**config.mk**
```make
export PLATFORM = sky130hd
export DESIGN_NAME = nixie_display_arbiter
export DESIGN_NICKNAME = d
export VERILOG_FILES = /design/src/rtl/nixie_display_arbiter.sv
export SDC_FILE = /design/constraint.sdc
export NUM_CORES = 1
export LEC_CHECK = 0
export ABC_CLOCK_PERIOD_IN_PS = 2550
export BUFFER_PORTS_ARGS = -buffer_cell sky130_fd_sc_hd__buf_2
export CAP_MARGIN = 10
export CORE_ASPECT_RATIO = 0.75
export CORE_UTILIZATION = 34
export CTS_CLUSTER_SIZE = 12
export DETAILED_ROUTE_END_ITERATION = 8
export GPL_TIMING_DRIVEN = 0
export PLACE_DENSITY_LB_ADDON = 0.2
export REMOVE_ABC_BUFFERS = 1
export SLEW_MARGIN = 40
export SYNTH_ARGS = -nofsm -noshare
export SYNTH_HDL_FRONTEND = slang
export SYNTH_SLANG_ARGS = --single-unit
```
**constraint.sdc**
```tcl
create_clock -name i_clk -period 2.55 [get_ports i_clk]
set_input_delay 0.1275 -clock i_clk [delete_from_list [all_inputs] [get_ports i_clk]]
set_output_delay 0.1275 -clock i_clk [all_outputs]
set_load 0.1 [all_outputs]
```
**src/rtl/nixie_display_arbiter.sv**
```systemverilog
// ---------------------------------------------------------------------------
// nixie_display_arbiter
//
// Shares one 2-digit multiplexed nixie display among four requesters.
// A round-robin arbiter with a minimum hold time chooses the owner and
// latches that owner's byte into a shadow register. A scan FSM lights the
// low and high hex digits in turn, with blank gaps between them to stop
// ghosting. The shadow byte is copied into the frame register only at the
// start of a frame, so a frame never shows a mix of old and new digits.
//
// Ports:
//   i_clk        system clock
//   i_rst        asynchronous reset, active low
//   i_req[3:0]   request level, bit n = requester n
//   i_data[31:0] requester n value on i_data[8n+7:8n]
//   o_grant[3:0] one-hot 1-cycle pulse on grant or re-latch
//   o_owner[1:0] index of the current owner
//   o_nixieTube  segments {g,f,e,d,c,b,a}, 1 = lit
//   o_sel        digit select, 0 = low nibble, 1 = high nibble
//
// Optional feature macro: NIXIE_LEADING_ZERO_BLANK_EN
//   When defined, the high digit stays dark if the high nibble is zero.
// ---------------------------------------------------------------------------
module nixie_display_arbiter #(
  parameter int unsigned DWELL_CYCLES = 50000,
  parameter int unsigned BLANK_CYCLES = 500,
  parameter int unsigned HOLD_CYCLES  = 50000000
) (
  input  logic        i_clk,
  input  logic        i_rst,
  input  logic [3:0]  i_req,
  input  logic [31:0] i_data,
  output logic [3:0]  o_grant,
  output logic [1:0]  o_owner,
  output logic [6:0]  o_nixieTube,
  output logic        o_sel
);

  localparam int unsigned SCAN_MAX = (DWELL_CYCLES > BLANK_CYCLES) ? DWELL_CYCLES : BLANK_CYCLES;
  localparam int unsigned SCAN_W   = $clog2(SCAN_MAX + 1);
  localparam int unsigned HOLD_W   = $clog2(HOLD_CYCLES + 1);

  typedef enum logic [1:0] {
    S_DIG0   = 2'd0,
    S_BLANK0 = 2'd1,
    S_DIG1   = 2'd2,
    S_BLANK1 = 2'd3
  } scan_state_e;

  function automatic logic [6:0] hex7(input logic [3:0] nib);
    logic [6:0] seg;
    case (nib)
      4'h0: seg = 7'h3F;
      4'h1: seg = 7'h06;
      4'h2: seg = 7'h5B;
      4'h3: seg = 7'h4F;
      4'h4: seg = 7'h66;
      4'h5: seg = 7'h6D;
      4'h6: seg = 7'h7D;
      4'h7: seg = 7'h07;
      4'h8: seg = 7'h7F;
      4'h9: seg = 7'h6F;
      4'hA: seg = 7'h77;
      4'hB: seg = 7'h7C;
      4'hC: seg = 7'h39;
      4'hD: seg = 7'h5E;
      4'hE: seg = 7'h79;
      default: seg = 7'h71;
    endcase
    return seg;
  endfunction

  function automatic logic [6:0] hi_seg(input logic [3:0] nib);
`ifdef NIXIE_LEADING_ZERO_BLANK_EN
    return (nib == 4'h0) ? 7'h00 : hex7(nib);
`else
    return hex7(nib);
`endif
  endfunction

  // Arbiter state
  logic [3:0]        grant_q, grant_d;
  logic [1:0]        owner_q, owner_d;
  logic              owner_vld_q, owner_vld_d;
  logic [7:0]        shadow_q, shadow_d;
  logic [HOLD_W-1:0] hold_q, hold_d;

  // Scan state
  scan_state_e       state_q, state_d;
  logic [SCAN_W-1:0] cnt_q, cnt_d;
  logic [7:0]        frame_q, frame_d;
  logic              sel_q, sel_d;
  logic [6:0]        seg_q, seg_d;

  // Arbitration decision
  logic       win;
  logic [1:0] win_idx;
  logic [1:0] start_idx;
  logic [1:0] scan_idx;

  always_comb begin
    win       = 1'b0;
    win_idx   = owner_q;
    scan_idx  = 2'd0;
    // Searching from owner+1 naturally puts a still-requesting owner last.
    start_idx = owner_vld_q ? (owner_q + 2'd1) : 2'd0;
    if (hold_q == '0) begin
      for (int k = 0; k < 4; k++) begin
        scan_idx = start_idx + 2'(k);
        if (!win && i_req[scan_idx]) begin
          win     = 1'b1;
          win_idx = scan_idx;
        end
      end
    end else if (i_req[owner_q]) begin
      // While the hold runs only the owner may refresh its value.
      win     = 1'b1;
      win_idx = owner_q;
    end
  end

  always_comb begin
    grant_d     = '0;
    owner_d     = owner_q;
    owner_vld_d = owner_vld_q;
    shadow_d    = shadow_q;
    hold_d      = hold_q;
    if (win) begin
      grant_d     = 4'b0001 << win_idx;
      owner_d     = win_idx;
      owner_vld_d = 1'b1;
      shadow_d    = i_data[{win_idx, 3'b000} +: 8];
      hold_d      = HOLD_W'(HOLD_CYCLES);
    end else if (hold_q != '0) begin
      hold_d = hold_q - HOLD_W'(1);
    end
  end

  always_ff @(posedge i_clk or negedge i_rst) begin
    if (!i_rst) begin
      grant_q     <= '0;
      owner_q     <= '0;
      owner_vld_q <= 1'b0;
      shadow_q    <= '0;
      hold_q      <= '0;
    end else begin
      grant_q     <= grant_d;
      owner_q     <= owner_d;
      owner_vld_q <= owner_vld_d;
      shadow_q    <= shadow_d;
      hold_q      <= hold_d;
    end
  end

  // Scan FSM: segments and select are registered and computed for the state
  // being entered, so they change together on the first cycle of a digit.
  always_comb begin
    state_d = state_q;
    cnt_d   = cnt_q;
    frame_d = frame_q;
    sel_d   = sel_q;
    seg_d   = seg_q;
    if (cnt_q != '0) begin
      cnt_d = cnt_q - SCAN_W'(1);
    end else begin
      case (state_q)
        S_DIG0: begin
          state_d = S_BLANK0;
          cnt_d   = SCAN_W'(BLANK_CYCLES - 1);
          seg_d   = 7'h00;
        end
        S_BLANK0: begin
          state_d = S_DIG1;
          cnt_d   = SCAN_W'(DWELL_CYCLES - 1);
          sel_d   = 1'b1;
          seg_d   = hi_seg(frame_q[7:4]);
        end
        S_DIG1: begin
          state_d = S_BLANK1;
          cnt_d   = SCAN_W'(BLANK_CYCLES - 1);
          seg_d   = 7'h00;
        end
        default: begin
          // Frame start: the only point where a new value becomes visible.
          state_d = S_DIG0;
          cnt_d   = SCAN_W'(DWELL_CYCLES - 1);
          frame_d = shadow_q;
          sel_d   = 1'b0;
          seg_d   = hex7(shadow_q[3:0]);
        end
      endcase
    end
  end

  always_ff @(posedge i_clk or negedge i_rst) begin
    if (!i_rst) begin
      state_q <= S_BLANK1;
      cnt_q   <= '0;
      frame_q <= '0;
      sel_q   <= 1'b0;
      seg_q   <= 7'h00;
    end else begin
      state_q <= state_d;
      cnt_q   <= cnt_d;
      frame_q <= frame_d;
      sel_q   <= sel_d;
      seg_q   <= seg_d;
    end
  end

  assign o_grant     = grant_q;
  assign o_owner     = owner_q;
  assign o_nixieTube = seg_q;
  assign o_sel       = sel_q;

endmodule

```
* Word-level counts from Yosys, hierarchy flattened
Memories as Yosys holds them, arrays and structs flattened. Cells that the tools add are included.
Operators by class: add/sub/neg operators 6, order comparisons 5, equality and inequality tests 2, shift-type cells 2, mux-type cells 33, bitwise gates (word level) 3, reduce and logical (&&, ||, !) cells 15
Operator list (count):
- $mux W26 | 2
- $mux W16 | 2
- $shiftx A32 B6 Y8 | 1
- $logic_not A26 Y1 | 1
- $reduce_bool A26 Y1 | 1
- $sub A26 B1 Y26 const B | 1
- $reduce_bool A16 Y1 | 1
- $sub A16 B1 Y16 const B | 1
- $lt A2 B3 Y1 const B | 5
- $mux W1 | 14
- $pmux W7 S2 | 1
- $mux W2 | 6
- $bmux W1 S2 | 5
- $pmux W2 S3 | 1
- $add A2 B1 Y2 const B | 2
- $add A2 B2 Y2 const B | 2
- $mux W4 | 1
- $reduce_and A2 Y1 | 2
- $shl A1 B2 Y4 const A | 1
- $logic_and A1 B1 Y1 | 3
- $logic_not A1 Y1 | 3
- $not A1 Y1 | 3
- $reduce_or A3 Y1 | 1
- $eq A2 B1 Y1 const B | 1
- 5 further kinds | 5
Storage, ports and cells: register bits 75, ROM bits 224, input bits 38, output and inout bits 14, word-level logic and storage cells 78, memories kept 2
Memories:
- (name not given) | words 16, bits a word 7, read ports 1, clocked after memory_dff 0, wr ports 0, RTL line 52 | case (nib)
- (name not given) | words 16, bits a word 7, read ports 1, clocked after memory_dff 0, wr ports 0, RTL line 52

* Depth between registers and ports, before layout
Gate-level depths: netlist of run 1.
depth after elaboration 20, depth in mapped cells 12, gate-level depth less buffers 10

* Least setup slack after synthesis of run 1
No wires, ideal clock.
path type register to register, start point register owner_q[0] (netlist: o_owner[0]), end point register shadow_q[0], setup time 0.091 ns, arrival 3.087 ns, data required time 2.459 ns, path slack -0.628 ns, cell stages (with the launch flop) 10, buffers on the path 1, period minus slack after synthesis 3.178 ns, path through dfrtp_1 nor2b_1 mux4_2 nor3_4 nor2b_1 o31ai_4 a21oi_2 or3_1 buf_2 o221ai_1
On the way: word-level cells in the longest chain between the ends 19, elaborated cells between the ends (all ways) 36, classes of those cells add/sub: 4; shift: 1; mux: 25; reduce/logical: 6
Ends and longest elaborated chain:
- from (decl) | RTL line 83 | logic [1:0] owner_q, owner_d;
- from (signal assigned) | RTL line 148 | owner_q <= owner_d;
- $add A2 B1 Y2 | RTL line 106 | start_idx = owner_vld_q ? (owner_q + 2'd1) : 2'd0;
- $mux W2 | RTL line 106
- $bmux W1 S2 | RTL line 110 | if (!win && i_req[scan_idx]) begin
- $mux W1 (implied by the code) | RTL line 110
- $mux W1 | RTL line 110
- $mux W1 | RTL line 107 | if (hold_q == '0) begin
- $logic_not A1 Y1 | RTL line 110
- $logic_and A1 B1 Y1 | RTL line 110
- [... 3 more ...]
- $logic_and A1 B1 Y1 | RTL line 110
- $mux W1 | RTL line 110
- $mux W1 | RTL line 107
- $logic_not A1 Y1 | RTL line 110
- $logic_and A1 B1 Y1 | RTL line 110
- $mux W2 | RTL line 110
- $mux W2 | RTL line 107
- $shiftx A32 B6 Y8 | RTL line 132 | shadow_d = i_data[{win_idx, 3'b000} +: 8];
- to (signal assigned) | RTL line 150 | shadow_q <= shadow_d;
- to (decl) | RTL line 85 | logic [7:0] shadow_q, shadow_d;
Several ways; a longest one is shown, not always the timed one. The select of a mux whose other input is x is not followed. A chain may end at the register's enable or synchronous reset.

* Final worst setup path of run 1
start point register owner_q[1] (netlist: o_owner[1]), end point register shadow_q[1]
Same word-level chain as after synthesis.

==> run metrics, run 1 <==
pins over their slew limit 0; drt total wl 11670 um; CTS tree done; routability cong. 0.8323; GR Overflow Total 0; EDFF count, synth 0; final setup TNS -1.078 ns; CTS Buf Count 9; GR Util met2 28.17%; Synth Area in Simple Gates 19.85%; CTS H-Tree Depth 3; Power Density 523.3 nW/um2; maximum clock rate between 300 and 400 MHz; slowest CP cell dfrtp_2; sw frac about a quarter; Yosys reg bits roughly 70; global-route wire length before repair ~19000 um; total track usage around 18%; area of the multi-input gates 2771 um2; Register Area 1783 um2; clock transition at the registers of the reported paths 0.06 ns; Fin. Hold Viols 0; die width 133.3 um; remaining antenna violation count 0; failing checks setup timing; Initial DRC Count ~240; initial antenna violation count 0; DRC 0; drt pass-1 iters 4; Post-Synth XOR/XNOR Area 5.981%; CTS max path bufs 2; vias in the first global route between 3000 and 4000; Cell Area, Synth 4393 um2; outcome finished, violations left; Area after DPL 4795 um2; met1 Use GR 24.62%; pin count of the biggest net entering global routing 60; switching pwr 0.0008021 W; Hold WC Path Type in -> reg; Post-DP HPWL 7144 um; Slew headroom 52.96%; synth warn 0; final instance area just under 6000 um2; cell taking the most area after synthesis dfrtp_1; die area ~13000 um2; Gate power share 14.0%; kind of cell adding the most delay to the critical path compound AO/OA/AOI/OAI gates; mux cell area share after synthesis 7.434%; later-pin clock latency in the skew report 0.34 ns; drt wl/cell 15.94 um; Placeable Area 12440 um2; Leak ~2.6 nW; RSZ-0062 raised after global routing true; Post-synth top flop dfrtp_1; Setup crit end kind register; register area share after synthesis approximately two fifths; Setup violations, final 9; Synth Area in Compound Gates 16.21%; Slew @ Worst Pin 0.7002 ns; vias 3830; fin nets just over 600; mean number of vias per cell 5.232; Pint 0.002274 W; root buf cell clkbuf_16; CP peak stage delay ~0.50 ns; Yosys top cell area share 39.31%; largest family of logic cells by synthesized area simple AND/OR/NAND/NOR gates; ys async rst share 100.0%; CP Max Fanout 11; Netlist cell types 60; clock network power share 45.4%; synthesized area per cell 9.367 um2; Flop pwr share 40.6%; crit share post-route 105.8%; Mapped Cells approximately 470; Tmin final 2.697 ns; CP Launch Type register; die height 100.4 um; fill cell count 1170; CP Class reg -> reg; area delta synth->final 33.84%; Worst IR Drop VDD 0.0003435 V; PnR worst setup slack -0.1474 ns; busiest layer in global routing met2; layout cells sized above 1 between 30% and 40%; IO buf count 51; CP Data Required Time 2.80 ns; buffers and inverters on the worst path 2; WP data arrival 2.95 ns; clk_skew ~0.0060 ns; synth top area cells dfrtp_1 39%, ha_1 5.1%, mux2i_1 4.1%; ANT cells 0; Adder-Cell Fraction of Synth Area 5.127%; Initial Utilization between 30% and 40%; I/O pins 52; Sink Count 71; GR Util met3 3.990%; Max Cap Viol 0; CP cell instances a21bo_4 -> nor2b_1 -> o31a_1 -> buf_4 -> a221oi_4 -> o2bb2ai_4 -> a2111oi_4 -> buf_6 -> a22oi_2 -> o221ai_2; Rows 35
## flip-flops by register name, summed over array words and instances (netlist names), 2 cells and up
name,count
state_q,2
o_grant,4
o_owner,2
hold_q,26
cnt_q,16
o_nixieTube,7
shadow_q,8
frame_q,4
## cells in the mapped netlist (4+ instances only)
cell type / number
o31ai_1: 4
o21ai_0: 20
xor2_1: 10
nand2_1: 47
ha_1: 18
and2_1: 4
a21oi_1: 20
inv_1: 28
and3_1: 4
or3_1: 5
nor2b_1: 7
buf_4: 4
dfrtp_1: 69
nand2b_1: 9
a211oi_1: 5
nor2_1: 45
or4_1: 4
a31oi_1: 6
nand3_1: 5
nor4_1: 10
nor3_1: 19
xnor2_1: 20
o221ai_1: 7
mux2i_1: 18
mux2_2: 7
buf_2: 6
a22oi_1: 7
clkbuf_1: 10
nor3b_1: 4
## power by group through the flow
stage | Clock, W | Combinational, W | Sequential (W)
finish | 0.00140 | 0.000430 | 0.00125
global route | 0.00147 | 0.000484 | 0.00126
CTS | 0.00142 | 0.000400 | 0.00124
detailed placement | 0 | 0.000360 | 0.00126
global placement | 0 | 0.000343 | 0.00126
floorplan | 0 | 0.000231 | 0.00125
## per-stage QoR
step / setup slack [ns] / hold WS (ns) / total power [W] / std cells / utilization (%)
detailed placement: -0.7611 / -0.03792 / 0.001621 / 666 / 38.55
global placement: -1.021 / 0.3711 / 0.001600 / 665 / 38.22
floorplan: -0.8502 / -0.1681 / 0.001483 / 448 / -
global route: -0.2524 / 0.02188 / 0.003216 / 732 / 47.27
finish: -0.1474 / 0.01930 / 0.003076 / 732 / 47.27
CTS: -0.2125 / 0.02905 / 0.003064 / 714 / 44.69
## worst register-to-register path: cells and delay by family (launching register included)
kind	cells	cell delay, ns
buffers and inverters	2	0.36
AOI/OAI and AO/OA	7	1.63
and+or+nand+nor	1	0.12
DFF	1	0.50
## final timing paths
path	startpoint	to	slack, ns	cells past startpoint
max reg2reg	o_owner[1]	shadow_q[1]	-0.15	10
min in group asynchronous	i_rst	o_grant[1]	0.18	2
max	o_owner[1]	shadow_q[1]	-0.15	10
min	i_data[10]	shadow_q[2]	0.02	3
min reg2reg	cnt_q[0]	cnt_q[0]	0.46	1
max in group asynchronous	i_rst	state_q[0]	1.81	3
## area by class of cell
type	count	area share, %
clock inverter	5	1.362
sequential	71	30.33
timing repair buffer	98	11.43
inverter	30	1.915
clock buffer	11	4.299
tap	166	3.533
multi-input combinational	351	47.14
## layout by cell type (no fill, tap or decap), drive strengths merged, types with 3 or more instances in the layout
master	count
buf	97
dfrtp	69
nand2	48
nor2	45
inv	30
a21oi	25
o21ai	22
xnor2	20
nor3	20
ha	18
mux2i	18
clkbuf	11
nor4	11
xor2	10
nand2b	9
a22oi	7
o221ai	7
mux2	7
nor2b	7
a31oi	6
nand3	6
a211oi	5
or3	5
o31ai	5
or4	5
nor3b	4
a221oi	4
and2	4
and3	4
mux4	3
a21o	3
o2bb2ai	3
## per-layer routing
layer / up-vias / wire length (um)
met2: 87 / 5355
met5: - / 0
met4: 0 / 144
li1: 1863 / -
met3: 16 / 519
met1: 1864 / 5649
## cells by family after synthesis
family	after synthesis
simple gates	173
compound gates	98
flops	71
buf+inv	51
xor+xnor	30
mux	28
fa+ha+maj	18
## timing repair
action | in CTS | in global routing
pin swaps | 14 | 19
buffers inserted | 28 | 18
gates cloned | 3 | 1
endpoints found under the hold margin | 69 | 0
gates resized for setup | 35 | 45
hold buffers | 1 | 0
endpoints found under the setup margin | 58 | 42
(Power assumes the default switching activity.)
==> inputs of run 2 (changes only) <==
--- a/config.mk
+++ b/config.mk
@@ -13,7 +13,6 @@
 export CTS_CLUSTER_SIZE = 12
 export DETAILED_ROUTE_END_ITERATION = 8
 export GPL_TIMING_DRIVEN = 0
-export PLACE_DENSITY_LB_ADDON = 0.2
 export REMOVE_ABC_BUFFERS = 1
 export SLEW_MARGIN = 40
 export SYNTH_ARGS = -nofsm -noshare
==> run 2 against run 1 <==
Sequential share of layout area grew 0.37 points. Critical endpoint unchanged. Register-to-register slack lost 0.08 ns. Sequential power is essentially flat. Critical path type unchanged. Via count grew 0.63%. Power shrank 0.27%. Clock skew grew 0.0036 ns. Non-clock buffer count grew 2. Global-route usage is essentially flat. Worst hold slack gained 0.0086 ns. The run still ends with setup timing left. Final cell count grew 0.14%. Combinational power grew 1%. Wire length shrank 1.1%.
==> run metrics, run 2 (same netlist as run 1, synthesis figures left out) <==
outcome finished, violations left; failing checks setup timing; Pint 0.002237 W; sw frac 27.08%; CTS H-Tree Depth 3; area delta synth->final 32.24%; Rows 35; Max Cap Viol 0; slowest CP cell or3_4; max reg flops 26; Worst IR Drop VDD 0.0003067 V; crit share post-route 109.0%; busiest layer in global routing met2; final instance area roughly 5800 um2; Reg with most FFs hold_q; GR Overflow Total 0; Initial DRC Count 252; PnR worst setup slack -0.2284 ns; layout cells sized above 1 32.28%; Flop pwr share 40.8%; commonest non-fill, non-tap cell in the layout dfrtp_1; drt pass-1 iters 5; CP Max Fanout 7; Tmin final 2.778 ns; top flop regs hold_q: 26 flops, cnt_q: 16 flops, shadow_q: 8 flops; met1 Use GR 24.89%; Final Util a little under half; mean number of vias per cell around 5.3; total track usage between 15 and 20%; commonest cells after routing, fill and taps aside 66 x dfrtp_1, 50 x buf_2, 45 x nand2_1, 43 x nor2_1, 37 x buf_4; routability cong. 0.8252; global-route wire length before repair 18950 um; maximum clock rate 359.9 MHz; CP peak stage delay 0.42 ns; Sink Count 71; Initial Utilization between 30% and 40%; die area 13380 um2; clk_skew 0.009542 ns; CP Class reg -> reg; switching pwr just over 0.0008 W; IO buf count 51; RSZ-0062 raised after global routing true; Power Density 528.1 nW/um2; DRC 0; clock transition at the registers of the reported paths 0.07 ns; Fin. Hold Viols 0; I/O pins 52; CTS tree done; drt wl/cell 15.75 um; Setup crit end kind register; Area after DPL 4795 um2; CTS max path bufs 2; Placeable Area 12440 um2; CP most frequent cell buf_6; pins over their slew limit 0; pin count of the biggest net entering global routing 61; Gate power share between 10% and 20%; GR Util met2 27.60%; Setup violations, final 11; WP data arrival 3.03 ns; initial antenna violation count 0; ANT cells 0; vias 3854; CP Launch Type register; Leak 2.578 nW; Hold WC Path Type in -> reg; Slew @ Worst Pin 0.5160 ns; fin nets 618; CTS Buf Count 9; CP cell instances buf_6 -> a21bo_1 -> nor2b_1 -> o31a_1 -> buf_4 -> buf_6 -> a221oi_4 -> buf_6 -> o2bb2ai_4 -> or3_4 -> o221ai_2; drt total wl 11540 um; die height 100.4 um; clock network power share 45.0%; fill cell count 1143; die width between 100 and 150 um; vias in the first global route 3785; root buf cell clkbuf_16; remaining antenna violation count 0; later-pin clock latency in the skew report 0.34 ns; GR Util met3 4.848%; Post-DP HPWL about 7100 um; CP Data Required Time 2.80 ns; Slew headroom 65.60%
[run 2: cell types whose count changed in the layout (fill, tap and decap cells not counted), sizes merged]
cell,delta
clkbuf,-2
buf,+2
inv,+3
nand2,-1
clkinvlp,-1
[run 2: worst paths after layout]
check / slack [ns] / from / cells past startpoint / to
min: 0.03 / i_data[12] / 3 / shadow_q[4]
min reg2reg: 0.45 / cnt_q[0] / 1 / cnt_q[0]
max in group asynchronous: 1.82 / i_rst / 3 / state_q[1]
max reg2reg: -0.23 / owner_vld_q / 11 / shadow_q[1]
max: -0.23 / owner_vld_q / 11 / shadow_q[1]
min in group asynchronous: 0.17 / i_rst / 2 / cnt_q[1]
[run 2: worst max-delay path: cells and delay by family (launching register included)]
family | cells | cell delay, ns
AO/OA/AOI/OAI | 5 | 1.18
AND/OR/NAND/NOR | 2 | 0.55
buffers and inverters | 4 | 0.56
flip-flops | 1 | 0.41
[run 2: final cells by class]
type	instances	area, um2	share of cell area [%]
clock buffer	9	225.2	3.877
clock inverter	7	102.6	1.766
inverter	30	112.6	1.938
multi-input combinational	350	2689	46.28
sequential	71	1783	30.69
tap	166	207.7	3.575
timing repair buffer	100	689.4	11.87
[run 2: repair_timing]
item,CTS,global route
gates resized for setup,36,31
hold buffers,1,0
hold endpoints to repair,69,0
setup buffers,30,21
pin swaps,12,18
cloned,3,0
setup endpoints to repair,53,43
[run 2: power groups by stage]
| stage | clock, W | combinational (W) | sequential, W |
|---|---|---|---|
| global route | 0.00146 | 0.000485 | 0.00126 |
| global placement | 0 | 0.000341 | 0.00126 |
| finish | 0.00138 | 0.000435 | 0.00125 |
| CTS | 0.00141 | 0.000395 | 0.00124 |
| floorplan | 0 | 0.000231 | 0.00125 |
| detailed placement | 0 | 0.000358 | 0.00126 |
[run 2: stage by stage]
step	hold WS [ns]	setup TNS (ns)	instances	total power, W	setup slack (ns)
global placement	0.3732	-17.64	665	0.001598	-0.9198
detailed placement	-0.04636	-14.64	666	0.001616	-0.8019
floorplan	-0.1681	-14.84	448	0.001483	-0.8502
CTS	0.01568	-1.180	716	0.003051	-0.1679
finish	0.02792	-1.885	733	0.003068	-0.2284
global route	0.01841	-2.748	733	0.003211	-0.3074
[run 2: layer usage]
metal	wire length (um)	up-vias
met5	0	-
met4	119	0
met3	681	13
met2	5092	118
met1	5651	1867
li1	-	1856
